## src/rtl/td4_decode_stage.sv

```systemverilog
// td4_decode_stage -- registered decode stage between fetch and execute.
//
// Decodes the 4-bit opcode field of each incoming instruction into the
// lib_cpu OPECODE enum, extracts an IMM_W-bit immediate and registers the
// result. A second (skid) register absorbs one word of back-pressure so that
// in_ready depends only on registered state, never on out_ready.
//
// Ports:
//   clk, rst_n         clock (rising edge), asynchronous active-low reset
//   in_valid/in_ready  fetch handshake; in_insn = {opcode[3:0], imm[IMM_W-1:0]}
//   flush              synchronous discard of every held instruction
//   out_valid/out_ready execute handshake; out_opcode, out_imm
//   insn_count         saturating count of output handshakes
//   illegal_count      saturating count of output handshakes carrying INVALID
//
// Optional feature (macro TD4_DECODE_TRAP_EN):
//   adds output trap and input trap_clr; an accepted INVALID instruction sets
//   trap, which blocks further input until trap_clr or flush.

package lib_cpu;
    // Encodings match the opcode field wherever a mapping exists; INVALID
    // takes one of the unused field values.
    typedef enum logic [3:0] {
        ADD_A_IMM = 4'b0000,
        MOV_A_B   = 4'b0001,
        IN_A      = 4'b0010,
        MOV_A_IMM = 4'b0011,
        MOV_B_A   = 4'b0100,
        ADD_B_IMM = 4'b0101,
        IN_B      = 4'b0110,
        MOV_B_IMM = 4'b0111,
        INVALID   = 4'b1000,
        OUT_B     = 4'b1001,
        OUT_IMM   = 4'b1011,
        JNC_IMM   = 4'b1110,
        JMP_IMM   = 4'b1111
    } OPECODE;
endpackage

module td4_decode_stage
    import lib_cpu::*;
#(
    parameter int IMM_W = 4,
    parameter int CNT_W = 16
) (
    input  logic             clk,
    input  logic             rst_n,
    input  logic             in_valid,
    output logic             in_ready,
    input  logic [IMM_W+3:0] in_insn,
    input  logic             flush,
    output logic             out_valid,
    input  logic             out_ready,
    output OPECODE           out_opcode,
    output logic [IMM_W-1:0] out_imm,
    output logic [CNT_W-1:0] insn_count,
`ifdef TD4_DECODE_TRAP_EN
    output logic [CNT_W-1:0] illegal_count,
    output logic             trap,
    input  logic             trap_clr
`else
    output logic [CNT_W-1:0] illegal_count
`endif
);

    OPECODE           dec_op;
    logic [IMM_W-1:0] dec_imm;

    logic             o_vld, s_vld;
    OPECODE           o_op, s_op;
    logic [IMM_W-1:0] o_imm, s_imm;

    logic             blk;
    logic             in_hs, out_hs;

    // Combinational decode of the incoming word.
    always_comb begin
        dec_imm = in_insn[IMM_W-1:0];
        dec_op  = INVALID;
        case (in_insn[IMM_W+3:IMM_W])
            4'b0000: dec_op = ADD_A_IMM;
            4'b0101: dec_op = ADD_B_IMM;
            4'b0011: dec_op = MOV_A_IMM;
            4'b0111: dec_op = MOV_B_IMM;
            4'b0001: dec_op = MOV_A_B;
            4'b0100: dec_op = MOV_B_A;
            4'b1111: dec_op = JMP_IMM;
            4'b1110: dec_op = JNC_IMM;
            4'b0010: dec_op = IN_A;
            4'b0110: dec_op = IN_B;
            4'b1001: dec_op = OUT_B;
            4'b1011: dec_op = OUT_IMM;
            default: dec_op = INVALID;
        endcase
    end

`ifdef TD4_DECODE_TRAP_EN
    assign blk = trap;
`else
    assign blk = 1'b0;
`endif

    // Skid full means two words are held; refuse more until it drains.
    assign in_ready   = !s_vld && !blk;
    assign in_hs      = in_valid && in_ready;
    assign out_hs     = o_vld && out_ready;

    assign out_valid  = o_vld;
    assign out_opcode = o_op;
    assign out_imm    = o_imm;

    // Output and skid registers. in_hs and (out_hs && s_vld) are mutually
    // exclusive because in_ready is low whenever the skid is full.
    always_ff @(posedge clk or negedge rst_n) begin
        if (!rst_n) begin
            o_vld <= 1'b0;
            o_op  <= INVALID;
            o_imm <= '0;
            s_vld <= 1'b0;
            s_op  <= INVALID;
            s_imm <= '0;
        end else if (flush) begin
            o_vld <= 1'b0;
            s_vld <= 1'b0;
        end else if (out_hs && s_vld) begin
            o_op  <= s_op;
            o_imm <= s_imm;
            s_vld <= 1'b0;
        end else if (in_hs && (!o_vld || out_ready)) begin
            o_vld <= 1'b1;
            o_op  <= dec_op;
            o_imm <= dec_imm;
        end else if (in_hs) begin
            s_vld <= 1'b1;
            s_op  <= dec_op;
            s_imm <= dec_imm;
        end else if (out_hs) begin
            o_vld <= 1'b0;
        end
    end

    // Counters see every output handshake, including one in a flush cycle.
    always_ff @(posedge clk or negedge rst_n) begin
        if (!rst_n) begin
            insn_count    <= '0;
            illegal_count <= '0;
        end else if (out_hs) begin
            if (insn_count != '1)
                insn_count <= insn_count + 1'b1;
            if (o_op == INVALID && illegal_count != '1)
                illegal_count <= illegal_count + 1'b1;
        end
    end

`ifdef TD4_DECODE_TRAP_EN
    // The trapping instruction itself is still stored and delivered.
    always_ff @(posedge clk or negedge rst_n) begin
        if (!rst_n)
            trap <= 1'b0;
        else if (flush)
            trap <= 1'b0;
        else if (in_hs && dec_op == INVALID)
            trap <= 1'b1;
        else if (trap_clr)
            trap <= 1'b0;
    end
`endif

endmodule
```

## config.mk

```make
export PLATFORM = sky130hd
export DESIGN_NAME = td4_decode_stage
export DESIGN_NICKNAME = d
export VERILOG_FILES = /design/src/rtl/td4_decode_stage.sv
export SDC_FILE = /design/constraint.sdc
export NUM_CORES = 1
export LEC_CHECK = 0
export CELL_PAD_IN_SITES_DETAIL_PLACEMENT = 1
export CELL_PAD_IN_SITES_GLOBAL_PLACEMENT = 1
export CORE_UTILIZATION = 42
export DETAILED_ROUTE_END_ITERATION = 8
export GPL_TIMING_DRIVEN = 0
export PLACE_DENSITY_LB_ADDON = 0.1
export RECOVER_POWER = 25
export SYNTH_ARGS = -nofsm -noshare
export SYNTH_HDL_FRONTEND = slang
export SYNTH_SLANG_ARGS = --single-unit
```

## constraint.sdc

```tcl
create_clock -name clk -period 4.7 [get_ports clk]
set_clock_uncertainty 0.1 [all_clocks]
set_input_delay 0.94 -clock clk [delete_from_list [all_inputs] [get_ports clk]]
set_output_delay 0.94 -clock clk [all_outputs]
set_load 0.1 [all_outputs]
```

## After elaboration in Yosys (flattened, before gate mapping)

Memories as Yosys holds them, arrays and structs flattened.
Cells that the tools add are included.

| word-level totals | value |
|---|---|
| input bits | 13 |
| bits in read-only memories | 64 |
| word-level logic and storage cells | 50 |
| bits in registers | 50 |
| memories | 1 |

| cells by class | value |
|---|---|
| equality and inequality tests | 6 |
| bitwise gates (word level) | 3 |
| $add $sub $neg | 2 |
| multiplexer cells | 13 |
| reductions and logical operators | 17 |

Memory list:

| name | depth | width | rd ports | clocked after memory_dff | wr ports | line | text |
|---|---|---|---|---|---|---|---|
| (no name shown) | 16 | 4 | 1 | 0 | 0 | 80 | `case (in_insn[IMM_W+3:IMM_W])` |

Operators with widths:

| operator | count |
|---|---|
| 16-bit by 1-bit adder with 16-bit output (second input constant) | 2 |
| 16-bit inequality test (second input constant) | 2 |
| 4-bit two-way mux | 4 |
| 1-bit two-way mux | 9 |
| 2-bit AND reduction | 4 |
| 3-bit nonzero test | 2 |
| 1-bit logical AND | 5 |
| 4-bit equality test (second input constant) | 1 |
| 4-bit AND reduction | 1 |
| 3-bit by 2-bit inequality test with 1-bit output (second input constant) | 1 |
| 3-bit inequality test (second input constant) | 1 |
| 1-bit inverter | 3 |
| 3-bit AND reduction | 1 |
| 1-bit logical NOT | 2 |
| 2-bit inequality test (second input constant) | 1 |
| 2-bit nonzero test | 1 |
| 1-bit logical OR | 1 |

## Logic depth before layout (Yosys ltp)

| depth | value |
|---|---|
| depth after elaboration | 6 |
| gate-level depth with buffers | 5 |

## Worst setup path after synthesis

OpenSTA, ideal clock, no wires.

| timing path | value |
|---|---|
| path type | flip-flop to flip-flop |
| from | register illegal_count[6] |
| to | register illegal_count[1] |
| path slack | 1.985 ns |
| clock period less this slack | 2.715 ns |
| arrival | 2.486 ns |
| library setup time | 0.128 ns |
| stages on the path, launching flop included | 5 |
| data required time | 4.472 ns |
| cells stage by stage | dfrtp_1 nand4_1 nor4_4 a21boi_1 mux2_1 |

| between the ends | value |
|---|---|
| cells in the longest elaborated chain, start to end | 3 |

Ends and longest elaborated chain:

| item | line | text |
|---|---|---|
| start: declaration | 62 | `output logic [CNT_W-1:0] illegal_count` |
| start signal: assignment | 151 | `illegal_count <= illegal_count + 1'b1;` |
| 16-bit inequality test | 150 | `if (o_op == INVALID && illegal_count != '1)` |
| 1-bit logical AND | 150 |  |
| 2-bit AND reduction (no line) | -- |  |

Every way passes these cells.
A chain may end at the register's enable or synchronous reset.

## Worst setup path in the final report

| timing path | value |
|---|---|
| from | register o_op[3] (netlist: out_opcode[3]) |
| to | output out_opcode[3] |

RTL lines:

| item | line | text |
|---|---|---|
| start: declaration | 70 | `OPECODE o_op, s_op;` |
| start signal: assignment | 126 | `o_op <= s_op;` |
| start signal: assignment | 131 | `o_op <= dec_op;` |
| end: declaration | 54 | `output OPECODE out_opcode,` |

No word-level cell between the ends.

==> key figures <==
Finish
  – Fill cells: 614
  – Final #Nets: 297
  – Final Non-Filler Cells: between 300 and 400
  – Final core occ: 56.9%
  – Synth-to-Final Area Change: 29.3%
  – Ant diodes: 0
  – Share of cells above drive strength 1: 11.0%

Routing
  – WL final: around 5.6 mm
  – Routed wire length on met3: 229 um
  – DRT antenna net count: 0
  – Max Used Layer: met4
  – Met2 WL post-DR: between 2 and 3 mm
  – Vias per cell: 5.43
  – WL/cell: 15.8 um
  – Initial drt markers: 48
  – First-pass detailed-route iteration total: 4
  – Via count: a little under 2k
  – # DRC: 0
  – Metal1 wirelength: 2.69 mm

Setup path
  – Critical path type: reg2out
  – Worst Setup Start Kind: flip-flop
  – Critical-path cell list: clkdlybuf4s50_1
  – Crit path max fanout: 4
  – Worst EP required: 3.66 ns
  – Crit path max-delay cell type: clkdlybuf4s50_1
  – Crit end category: output pin
  – Worst EP arrival: 2.00 ns
  – Crit path from: out_opcode[3]$_DFFE_PN1P_
  – CP top delay family: buffers and inverters
  – RR Startpoint: s_vld$_DFFE_PN0P_
  – R2R Setup Slk: ~2.4 ns
  – Bufs and invs on worst path: 1
  – Largest stage delay on the critical path: 1.13 ns

Clock tree
  – Root buffer selected by CTS: clkbuf_8
  – Post_cts resized: 0
  – Reg clk slew, reported paths: 0.09 ns
  – Clock Tree Buf Depth: 2
  – Clk sink count: 50
  – Skew-Pair Late Insertion Delay: 0.31 ns
  – H-tree Lvls: 2
  – CTS tree: built
  – Cts hold-fix bufs: 0
  – Num CTS Buffers: 5
  – # Post-CTS Setup Buffers: 0

STA
  – Slew at the pin with the worst max-slew slack: 1.57 ns
  – Final worst-path cycle share: ~65%
  – Final-report max-slew violation count: 30
  – Final setup violating endpoints: 0
  – RSZ-0062 raised after global routing: false
  – TNS Setup: 0 ns
  – Max Freq: 329 MHz
  – Hold Fails Final Rpt: 0
  – Minimum clock period: 3.04 ns
  – Final WS setup: 1.66 ns
  – Rel. slew slack: -4.97%

Synth
  – Unique masters post-synth: 45
  – Ys async rst share: 100%
  – Yosys warns: 0
  – Seq/Total Area, Yosys: 51.1%
  – Syn nets: roughly 240
  – Mean Syn Cell Area: 11.2 um^2
  – Ys flop type: dfrtp_1
  – Post-synth EDFFs: 0
  – Post-Syn Area: 0.00245 mm^2
  – Gate Count Post-Synth: 220
  – FF+latch count, synth: 50

Worst hold path
  – Hold Path Class: reg2reg
  – Hold_sp: insn_count[10]$_DFFE_PN0P_

Global routing
  – First-pass GRT wire length: approximately 10 mm
  – Vias in the first global route: between 1.5k and 2k
  – Grt total ovfl: 0
  – Largest net degree at the start of global routing: 30
  – Initial antenna violation count: 0
  – GRT Util Overall: 20.6%

Floorplan
  – Boundary Pins: 55
  – Die area: 0.00615 mm^2
  – Num rows: 27
  – Initial core utilization: 44.0%
  – DIE HEIGHT: 78.4 um
  – Core ar.: 0.00557 mm^2
  – Die span in x: 78.4 um

Run status
  – Failing checks: capacitance limit, slew limit
  – Status: complete, but fails checks

Place
  – Port bufs: 54
  – Placed Instances: 347
  – Post-DP HPWL: 4.11 mm
  – Pre-CTS WS: roughly 1.4 ns
  – Placer Congestion: 0.772

Pwr
  – Leak pwr: 0.00139 uW
  – Power per cell area: 424 mW/mm^2
  – Maximum vdd drop: 0.297 mV
  – Power, Total: 1350 uW

Job
  – Max_cap viols: 1
-- cells in the mapped netlist (5+ instances only) --
| library cell | count | area [um^2] |
|---|---|---|
| a21oi_1 | 16 | 80.1 |
| and4_1 | 7 | 61.3 |
| dfrtp_1 | 48 | 1200 |
| inv_1 | 5 | 18.8 |
| mux2_2 | 12 | 135 |
| mux2i_1 | 8 | 80.1 |
| nand2_1 | 12 | 45.0 |
| nand3_1 | 5 | 25.0 |
| nand4_1 | 12 | 75.1 |
| nor2_1 | 19 | 71.3 |
| nor3_1 | 6 | 30.0 |
| xnor2_1 | 6 | 52.6 |
| xor2_1 | 15 | 131 |
-- final cells by class --
cell class	instances	area, um^2	share of cell area (%)
timing repair buffer	55	538	17.0
multi-input combinational	162	1170	36.9
buffer	3	11.3	0.355
sequential	50	1250	39.5
clock inverter	1	5.00	0.158
tap	72	90.1	2.84
inverter	5	18.8	0.591
clock buffer	7	86.3	2.72
-- through the flow --
step	hold slack, ns	instance area, um^2
finish	0.389	3170
global route	0.417	3170
CTS	0.394	3190
detailed placement	0.380	3100
global placement	0.376	3080
floorplan	0.380	2450
-- kinds of logic (layout without fill, tap and decap cells) --
| family | after synthesis | after routing | synth area share (%) |
|---|---|---|---|
| xor+xnor | 21 | 21 | 7.50 |
| mux | 21 | 21 | 9.23 |
| compound gates | 28 | 28 | 6.78 |
| simple gates | 90 | 90 | 23.2 |
| flops | 50 | 50 | 51.1 |
| buf+inv | 8 | 71 | 1.22 |
| fa+ha+maj | 2 | 2 | 1.02 |
-- path summary, 6_finish.rpt --
check                                           endpoint  cells after the start
max reg2reg                       out_imm[1]$_DFFE_PN0P_                      5
min                           insn_count[10]$_DFFE_PN0P_                      1
min reg2reg                   insn_count[10]$_DFFE_PN0P_                      1
max                                        out_opcode[3]                      1
max in group asynchronous      insn_count[3]$_DFFE_PN0P_                      2
min in group asynchronous  illegal_count[14]$_DFFE_PN0P_                      1
-- report_power, final --
group          total, uW  switching [uW]  internal [uW]
clock network        262             143            119
registers            559            64.6            495
logic                525             394            131
total               1350             601            745
-- layout by cell type, fill, tap and decap left out, types with 2 or more instances in the layout --
cell | Yosys | routed
o21ai_0 | 3 | 3
mux2_2 | 12 | 12
nor3_1 | 6 | 6
clkdlybuf4s50_1 | 0 | 53
and2_1 | 2 | 2
nor4_1 | 3 | 3
clkbuf_1 | 3 | 6
and4_1 | 7 | 7
nor4b_1 | 2 | 2
dfstp_2 | 2 | 2
ha_1 | 2 | 2
nand2_1 | 12 | 12
nand4_1 | 12 | 12
clkbuf_8 | 0 | 6
nor2_1 | 19 | 19
and3_1 | 3 | 3
nor3_2 | 2 | 2
mux2i_1 | 8 | 8
xor2_1 | 15 | 15
nor2b_1 | 2 | 2
nand3_1 | 5 | 5
or2_2 | 2 | 2
xnor2_1 | 6 | 6
a21oi_1 | 16 | 16
inv_1 | 5 | 5
dfrtp_1 | 48 | 48
nand2b_1 | 3 | 3
-- registers in the layout, summed over array words and instances, names as in the netlist --
name	flops
illegal_count	16
insn_count	16
out_imm	4
out_opcode	4
s_imm	4
s_op	4
out_valid	1
s_vld	1
-- layer usage --
layer,up-vias,global-route usage (%)
li1,924,-
met1,959,27.8
met2,37,32.0
met3,9,5.58
met4,0,6.85
met5,-,0
Note: power is estimated with default switching activity, not from simulation.
